## src/rtl/vga_rx_monitor.sv

```systemverilog
// rtl/vga_rx_monitor.sv - VGA timing lock and pixel recovery; INPUT_SYNC_EN adds 2-flop input synchronizers
module vga_rx_monitor #(
   parameter int CLKS_PER_PIX = 4,
   parameter int H_VISIBLE    = 640,
   parameter int H_FRONT      = 16,
   parameter int H_SYNC       = 96,
   parameter int H_BACK       = 48,
   parameter int V_VISIBLE    = 480,
   parameter int V_FRONT      = 10,
   parameter int V_SYNC       = 2,
   parameter int V_BACK       = 33
) (
   input  logic        CLK,
   input  logic        RESET,
   input  logic        HS,
   input  logic        VS,
   input  logic [11:0] COLOUR_IN,
   output logic        PIX_VALID,
   output logic [9:0]  X,
   output logic [8:0]  Y,
   output logic [11:0] COLOUR_OUT,
   output logic        LOCKED,
   output logic        FRAME_START,
   output logic        TIMING_ERR
);
   localparam int H_TOTAL = H_VISIBLE + H_FRONT + H_SYNC + H_BACK;
   localparam int V_TOTAL = V_VISIBLE + V_FRONT + V_SYNC + V_BACK;
   localparam int PW      = $clog2(CLKS_PER_PIX);

   localparam logic [PW-1:0] PH_LAST    = PW'(CLKS_PER_PIX - 1);
   localparam logic [PW-1:0] PH_SAMPLE  = PW'(CLKS_PER_PIX / 2);
   localparam logic [9:0]    PIX_LAST   = 10'(H_TOTAL - 1);
   localparam logic [9:0]    PIX_END    = 10'(H_TOTAL);
   localparam logic [9:0]    PIX_SAT    = 10'(H_TOTAL + 1);
   localparam logic [9:0]    H_START    = 10'(H_SYNC + H_BACK);
   localparam logic [9:0]    H_STOP     = 10'(H_SYNC + H_BACK + H_VISIBLE);
   localparam logic [9:0]    V_START    = 10'(V_SYNC + V_BACK);
   localparam logic [9:0]    V_STOP     = 10'(V_SYNC + V_BACK + V_VISIBLE);
   localparam logic [9:0]    VLINE_LAST = 10'(V_TOTAL - 1);
   localparam logic [9:0]    VLINE_SAT  = 10'd1023;

   typedef enum logic [1:0] {
      ST_UNLOCKED = 2'd0,
      ST_SEEK     = 2'd1,
      ST_LOCKED   = 2'd2
   } state_t;

   logic        hs_i;
   logic        vs_i;
   logic [11:0] colour_i;

`ifdef INPUT_SYNC_EN
   logic [1:0]  hs_sync;
   logic [1:0]  vs_sync;
   logic [11:0] colour_s1;
   logic [11:0] colour_s2;

   always_ff @(posedge CLK) begin
      if (RESET) begin
         hs_sync   <= 2'b11;
         vs_sync   <= 2'b11;
         colour_s1 <= '0;
         colour_s2 <= '0;
      end else begin
         hs_sync   <= {hs_sync[0], HS};
         vs_sync   <= {vs_sync[0], VS};
         colour_s1 <= COLOUR_IN;
         colour_s2 <= colour_s1;
      end
   end

   assign hs_i     = hs_sync[1];
   assign vs_i     = vs_sync[1];
   assign colour_i = colour_s2;
`else
   assign hs_i     = HS;
   assign vs_i     = VS;
   assign colour_i = COLOUR_IN;
`endif

   state_t        state;
   state_t        state_nx;
   logic          hs_q;
   logic          vs_q;
   logic [9:0]    pix;
   logic [PW-1:0] phase;
   logic [9:0]    vline;
   logic          line_seen;

   logic hs_fall;
   logic vs_fall;
   logic phase_wrap;
   logic timeout;
   logic line_bad;
   logic frame_good;
   logic visible;
   logic sample;
   logic unlock;
   logic frame_pulse;
   logic err_pulse;

   assign hs_fall    = hs_q & ~hs_i;
   assign vs_fall    = vs_q & ~vs_i;
   assign phase_wrap = (phase == PH_LAST);
   // pix only ever steps onto PIX_SAT once per missing HS, so the timeout fires once
   assign timeout    = ~hs_fall & phase_wrap & (pix == PIX_END);
   assign line_bad   = timeout |
                       (hs_fall & line_seen & ~((pix == PIX_LAST) & (phase == PH_LAST)));
   assign frame_good = (vline == VLINE_LAST);
   assign visible    = (pix >= H_START) && (pix < H_STOP) &&
                       (vline >= V_START) && (vline < V_STOP);
   assign sample     = (state == ST_LOCKED) && (phase == PH_SAMPLE) && visible &&
                       !hs_fall && !vs_fall;
   assign unlock     = (state != ST_UNLOCKED) && (state_nx == ST_UNLOCKED);
   assign LOCKED     = (state == ST_LOCKED);

   always_comb begin
      state_nx    = state;
      frame_pulse = 1'b0;
      err_pulse   = 1'b0;
      case (state)
         ST_UNLOCKED: begin
            if (vs_fall) state_nx = ST_SEEK;
         end
         ST_SEEK: begin
            if (line_bad) begin
               state_nx = ST_UNLOCKED;
            end else if (vs_fall && frame_good) begin
               state_nx    = ST_LOCKED;
               frame_pulse = 1'b1;
            end
         end
         ST_LOCKED: begin
            if (line_bad || (vs_fall && !frame_good)) begin
               state_nx  = ST_UNLOCKED;
               err_pulse = 1'b1;
            end else if (vs_fall) begin
               frame_pulse = 1'b1;
            end
         end
         default: state_nx = ST_UNLOCKED;
      endcase
   end

   always_ff @(posedge CLK) begin
      if (RESET) begin
         state       <= ST_UNLOCKED;
         hs_q        <= 1'b1;
         vs_q        <= 1'b1;
         pix         <= '0;
         phase       <= '0;
         vline       <= '0;
         line_seen   <= 1'b0;
         FRAME_START <= 1'b0;
         TIMING_ERR  <= 1'b0;
         PIX_VALID   <= 1'b0;
         X           <= '0;
         Y           <= '0;
         COLOUR_OUT  <= '0;
      end else begin
         state <= state_nx;
         hs_q  <= hs_i;
         vs_q  <= vs_i;

         if (hs_fall) begin
            pix   <= '0;
            phase <= '0;
         end else begin
            phase <= phase_wrap ? '0 : phase + PW'(1);
            if (phase_wrap && (pix != PIX_SAT)) pix <= pix + 10'd1;
         end

         // a VS fall lands on the line's HS fall; that line becomes line 0
         if (vs_fall) begin
            vline <= '0;
         end else if (hs_fall && (vline != VLINE_SAT)) begin
            vline <= vline + 10'd1;
         end

         if (unlock) begin
            line_seen <= 1'b0;
         end else if (hs_fall) begin
            line_seen <= 1'b1;
         end

         FRAME_START <= frame_pulse;
         TIMING_ERR  <= err_pulse;
         PIX_VALID   <= sample;
         if (sample) begin
            X          <= pix - H_START;
            Y          <= 9'(vline - V_START);
            COLOUR_OUT <= colour_i;
         end
      end
   end
endmodule
```

## config.mk

```make
export PLATFORM = sky130hd
export DESIGN_NAME = vga_rx_monitor
export DESIGN_NICKNAME = d
export VERILOG_FILES = /design/src/rtl/vga_rx_monitor.sv
export SDC_FILE = /design/constraint.sdc
export NUM_CORES = 1
export LEC_CHECK = 0
export BUFFER_PORTS_ARGS = -buffer_cell sky130_fd_sc_hd__buf_2
export CAP_MARGIN = 10
export CORE_MARGIN = 2
export CORE_UTILIZATION = 42
export DETAILED_ROUTE_END_ITERATION = 7
export PLACE_DENSITY = 0.63
export SLEW_MARGIN = 10
export SYNTH_ARGS = -nofsm -noshare
export SYNTH_HDL_FRONTEND = slang
export SYNTH_SLANG_ARGS = --single-unit
```

## constraint.sdc

```tcl
create_clock -name CLK -period 2.4 [get_ports CLK]
set_input_delay 0.48 -clock CLK [delete_from_list [all_inputs] [get_ports CLK]]
set_output_delay 0.48 -clock CLK [all_outputs]
set_load 0.05 [all_outputs]
```

## After elaboration in Yosys (flattened, before gate mapping)

Index checks and enable logic that the tools add are counted.

- Bits of input ports: 16
- Output and inout bits: 35
- Register bits: 61

- $lt $le $gt $ge: 4
- Multiplexer cells: 11
- Bitwise operators: 13
- Add/sub/neg operators: 5
- Reduce and logical (&&, ||, !) cells: 24
- Equality and inequality tests: 9

Operator list:

| kind | count |
|---|---|
| 10-bit equality test, second input constant | 3 |
| 10-bit by 1-bit adder with 10-bit output, second input constant | 2 |
| 10-bit < comparator, second input constant | 2 |
| 10-bit inequality test, second input constant | 2 |
| 1-bit logical AND | 12 |
| 10-bit by 6-bit greater-or-equal comparator with 1-bit output, second input constant | 1 |
| 10-bit by 8-bit greater-or-equal comparator with 1-bit output, second input constant | 1 |
| 10-bit by 8-bit subtractor with 10-bit output, second input constant | 1 |
| 9-bit by 6-bit subtractor with 9-bit output, second input constant | 1 |
| 2-bit two-way mux | 4 |
| 2-bit OR reduction | 4 |
| 1-bit bitwise AND | 7 |
| 2-bit equality test, second input constant | 3 |
| 2-bit one-hot mux with 3 select lines | 1 |
| 1-bit two-way mux | 5 |
| 1-bit NOT | 5 |
| 2-bit logical NOT | 2 |
| 1-bit logical NOT | 3 |
| 3-bit OR reduction | 1 |
| 2-bit by 1-bit adder with 2-bit output, second input constant | 1 |
| 2-bit by 1-bit equality test with 1-bit output, second input constant | 1 |
| 1-bit one-hot mux with 2 select lines | 1 |
| 2-bit nonzero test | 1 |
| 1-bit logical OR | 1 |
| 1-bit bitwise OR | 1 |

## Longest topological paths before layout

- Depth in word-level cells: 12
- Mapped depth: 8
- Mapped depth without buffers: 7

## Least setup slack after synthesis

No wires, ideal clock.

- Path type: reg2reg
- From: reg state[0]
- To: reg X[6]
- Required time: 2.258 ns
- Arrival: 2.074 ns
- Period minus slack after synthesis: 2.215 ns
- Stages on the path, launching flop included: 8
- Slack: 0.185 ns
- Path through: dfxtp_1 > inv_1 > ha_1 > nand2_1 > or3_1 > clkbuf_1 > nor3_4 > a311oi_2

- Word-level cells in the longest chain between the ends: 5

RTL lines:

| what | RTL line | source |
|---|---|---|
| start: declaration | 81 | `state_t state;` |
| start signal: assignment | 161 | `state <= state_nx;` |
| 2-bit equality test | n/a |  |
| via LOCKED | 22 | `output logic LOCKED,` |
| 1-bit logical AND (3 in series) | 112 | `assign sample = (state == ST_LOCKED) && (phase == PH_SAMPLE) && visible &&` |
| 1-bit logical AND | 113 | `!hs_fall && !vs_fall;` |
| end signal: assignment | 190 | `X <= pix - H_START;` |
| end: declaration | 19 | `output logic [9:0] X,` |

The timed path passes the listed nets, and every way through them passes these cells.
A chain may end at the register's enable or synchronous reset.

## Worst setup path after layout

- From: reg pix[1]
- To: reg Y[4]

- Word-level cells in the longest chain between the ends: 7
- Elaborated cells between the ends (all ways): 8
- Those cells by class: 2 x order compare; 6 x reduce/logical

RTL lines:

| what | RTL line | source |
|---|---|---|
| start: declaration | 85 | `logic [9:0] pix;` |
| start signal: assignment | 170 | `if (phase_wrap && (pix != PIX_SAT)) pix <= pix + 10'd1;` |
| 10-bit by 8-bit greater-or-equal comparator with 1-bit output or 10-bit < comparator (tied branches) | 110 | `assign visible = (pix >= H_START) && (pix < H_STOP) &&` |
| 1-bit logical AND * (2 in series) | 110 |  |
| 1-bit logical AND * | 111 | `(vline >= V_START) && (vline < V_STOP);` |
| 1-bit logical AND * (2 in series) | 112 |  |
| 1-bit logical AND * | 113 |  |
| end signal: assignment | 191 | `Y <= 9'(vline - V_START);` |
| end: declaration | 20 | `output logic [8:0] Y,` |

Every way passes the cells marked *; elsewhere a longest branch is shown, timed or not.

==> results.txt <==
----------------------------------------------------
[Logic synthesis]
  Synth Net Count ... 382
  Share of cell area taken by muxes after synthesis ... 0.3121%
  Count of flip-flops with a built-in enable after synthesis ... 0
  Main combinational cell family by area after synthesis ... compound AO/OA/AOI/OAI gates
  Number of cells produced by synthesis ... roughly 350
  Cell accounting for the most synthesized area ... dfxtp_1
  Sequential element share of the synthesized area ... between 30% and 40%
  Synth Register Bits ... 61
  Post-Syn Area per Cell ... 9.136 µm²
  Synthesized-area fraction occupied by ao, oa, aoi and oai cells ... a little over a fifth
  Post-synthesis xor/xnor area fraction ... around 6.3%
  Top cell type's share of synthesized area ... between 30% and 40%
  Cell area after synthesis ... 3207 µm²
  Cells taking the most area after synthesis ... dfxtp_1 (38%), ha_1 (5.9%), o31ai_1 (5.9%)
  Proportion of register bits with asynchronous set or reset after synthesis ... 0%
  Adder-cell share of the synthesized area ... 5.853%
  Simple-Gate Fraction of Synth Area ... 20.09%
  Count of synthesis-stage warnings from yosys ... 0
  Count of distinct cell types in the synthesized netlist ... 54
  Most used flip-flop cell after synthesis ... dfxtp_1

[Drt]
  Via count ... 2764
  Drt wl/cell ... 14.97 µm
  Detailed-router iteration count before antenna repair ... 5
  Residual DRC ... 0
  Ratio of routed vias to standard cells ... roughly 5.6
  Starting DRC count in detailed routing ... roughly 140
  Remaining antenna violation count after routing ... 0
  Total routed wirelength ... between 7000 and 8000 µm

[Setup path]
  Max Fanout on Critical Path ... 30
  Endpoint required time on the critical path ... ~2.7 ns
  Crit path DAT ... ~2.4 ns
  Reg2Reg Capture Point ... Y[4]
  Reg2reg path depth ... 8
  Type of origin of the critical path ... flip-flop
  Startpoint of the most critical register-to-register path ... pix[1]
  Sort of element at the end of the critical path ... flip-flop
  Flop-to-flop setup slack ... 0.29 ns
  Start-to-end type of the worst setup path ... reg -> reg

[Worst hold path]
  Cell depth of the worst min-delay path ... 2
  Hold wc startpoint ... HS
  Worst-case hold path end point ... hs_q
  Worst min-delay path class ... in -> reg

[Final layout]
  Filler instances ... between 600 and 700
  Final Util ... 50.66%
  NumNets Final ... 425
  Area added between synthesis and finish ... 15.80%
  N_diodes ... 0
  Final instance area ... 3714 µm²
  Layout cell share with drive strength beyond 1 ... around 23%

[Floorplanning]
  Die area ... between 8000 and 9000 µm²
  Core ar. ... 7331 µm²
  Die height ... 91.38 µm
  Width of the chip ... ~91 µm
  Initial cell density of the core ... 43.74%
  Number of top-level pins ... 51
  Standard-cell rows ... 31

[Clocking]
  H-tree lvl count ... 3
  Post-CTS setup-driven buffer insertion count ... 0
  Total number of clock tree sinks ... just over 60
  CTS root buffer ... clkbuf_8
  Clock buffer count from CTS ... 9
  Number of instances resized during post-cts repair ... 0
  Latest clock arrival within the worst-skew pair ... 0.34 ns
  Clock transition at the registers of the reported paths ... 0.07 ns
  Maximum root-to-sink buffer count ... 2
  Hold buffer count at cts ... 0
  Clock tree from TritonCTS ... built

[Status]
  Outcome ... complete, no violations

[Power]
  Static Leakage ... ~0.0014 µW
  PD cells ... 575.7 nW/µm²
  Worst voltage drop across the vdd grid ... around 0.25 mV

[Timing]
  Unrepaired setup endpoints after global routing ... false
  Hold Fails Final Rpt ... 0
  Worst Tran Pin Value ... 0.6692 ns
  Final cycle utilization of the critical path ... 88.01%
  Slew Limit Fails ... 0
  Final setup violation count ... 0
  Worst-case clock skew ... 0.007557 ns
  Sum of negative setup slack ... 0 ns
  Time the final worst path needs with I/O delays and setup ... 2.112 ns
  Max-Slew Margin vs Limit ... 55.39%
  Maximum clock frequency ... 473.4 MHz

[Placed design]
  Port-buffer cells ... 50
  Gpl congestion ... 0.8029
  Half-perimeter wire length after placement ... 4851 µm
  Instance area after placement ... 3477 µm²

[Global routing]
  Global routing usage summed across all routing layers ... 17.52%
  Pin count of the biggest net entering global routing ... 39
  Global-route wire length before repair ... approximately 12000 µm
  Number of antenna violations at the first check in global routing ... 0
  Number of global-route vias before repair ... 2495
  GRT overflow ... 0

[Run]
  Total of max-cap violations ... 0

----------------------------------------------------
[synth_stat cells (2+ instances only)]
| master | instances |
|---|---|
| a41oi_1 | 2 |
| nand2_1 | 14 |
| nor2_1 | 26 |
| nor4_1 | 2 |
| and3_1 | 2 |
| clkbuf_4 | 2 |
| nand3_1 | 5 |
| a32oi_1 | 2 |
| a31oi_1 | 8 |
| a311oi_2 | 2 |
| and2_1 | 3 |
| dlygate4sd1_1 | 3 |
| o31ai_1 | 25 |
| xnor2_1 | 16 |
| or2_2 | 2 |
| ha_1 | 15 |
| a21oi_1 | 33 |
| o21ai_0 | 4 |
| o211ai_1 | 2 |
| buf_4 | 2 |
| dfxtp_1 | 61 |
| clkbuf_1 | 6 |
| or3_1 | 5 |
| nor2b_1 | 2 |
| xor2_1 | 7 |
| a211oi_1 | 5 |
| buf_6 | 6 |
| or4_1 | 2 |
| inv_1 | 13 |
| a211oi_2 | 2 |
| nand2b_1 | 7 |
| nand4_1 | 29 |
| buf_2 | 7 |
| nor3_1 | 9 |
[logic make-up (layout without fill, tap and decap cells)]
logic type               count (synthesis)  after routing
buffers and inverters                   42             89
AO/OA/AOI/OAI                           93             94
multiplexers                             1              1
flip-flops                              61             61
AND/OR/NAND/NOR                        116            116
adder cells (fa/ha/maj)                 15             15
XOR/XNOR                                23             23
[sequential cells by signal (all words and copies together) (netlist names)]
register / cells
Y: 9
X: 10
PIX_VALID: 1
pix: 10
state: 2
phase: 2
vs_q: 1
line_seen: 1
FRAME_START: 1
COLOUR_OUT: 12
hs_q: 1
TIMING_ERR: 1
vline: 10
[layout by cell type, fill, tap and decap left out, drive strengths merged, types with 3 or more instances in the layout]
cell type / synthesis / final
clkbuf: 9 / 9
o31ai: 25 / 25
nand2: 14 / 14
nor3: 10 / 10
xor2: 7 / 7
a211oi: 7 / 7
ha: 15 / 15
o21ai: 4 / 4
buf: 16 / 60
nand3: 5 / 5
inv: 13 / 13
or4: 3 / 3
dfxtp: 61 / 61
nand4: 29 / 29
a21oi: 33 / 33
and2: 3 / 3
or3: 5 / 5
nor2: 26 / 26
xnor2: 16 / 16
a31oi: 8 / 8
clkinv: 0 / 5
nand2b: 7 / 7
[metrics by stage]
step / cells / setup WS (ns) / hold WS, ns / power (µW)
after global placement: 481 / 0.1655 / 0.4441 / 1132
after CTS: 497 / 0.1146 / 0.3428 / 2155
after floorplan: 351 / 0.1846 / 0.4263 / 1106
final: 498 / 0.2877 / 0.3467 / 2138
after global routing: 498 / 0.1076 / 0.3445 / 2213
after detailed placement: 481 / 0.1359 / 0.4569 / 1134
[metal layers]
metal,track usage [%],wire [µm]
met4,7.071,130
met3,3.983,321
met5,0,0
met1,23.83,3526
met2,26.72,3478
[power by group]
group	internal (µW)	total, µW	switching (µW)
registers	1020	1030	6.81
logic	31.7	82.6	51.0
clock network	589	1030	439
[area by class of cell]
class | count | area [µm²] | area share [%]
multi-input cells | 249 | 1745 | 47.00
flip-flops and latches | 61 | 1221 | 32.88
repair buffers | 60 | 350.3 | 9.434
clock buffers | 9 | 123.9 | 3.336
well taps | 99 | 123.9 | 3.336
clock inverters | 7 | 100.1 | 2.695
inverters | 13 | 48.80 | 1.314
[worst max-delay path, stage by stage, from the launching register on]
cell and delay, ns:
dfxtp_1 0.34, inv_1 0.13, ha_1 0.21, nand4b_1 0.11, nor3_1 0.39, o41a_1 0.28, buf_12 0.20, a31oi_1 0.12
a311oi_2 0.24
[worst max path at each step]
stage	cells after the start	startpoint	to	slack [ns]
after floorplan	7	state[0]	X[6]	0.18
after global placement	5	vline[0]	Y[4]	0.17
after detailed placement	5	vline[0]	Y[4]	0.14
after CTS	5	vline[0]	Y[4]	0.11
after global routing	8	pix[0]	Y[4]	0.11
final	8	pix[1]	Y[4]	0.29
Power figures use the tool's default switching activity.
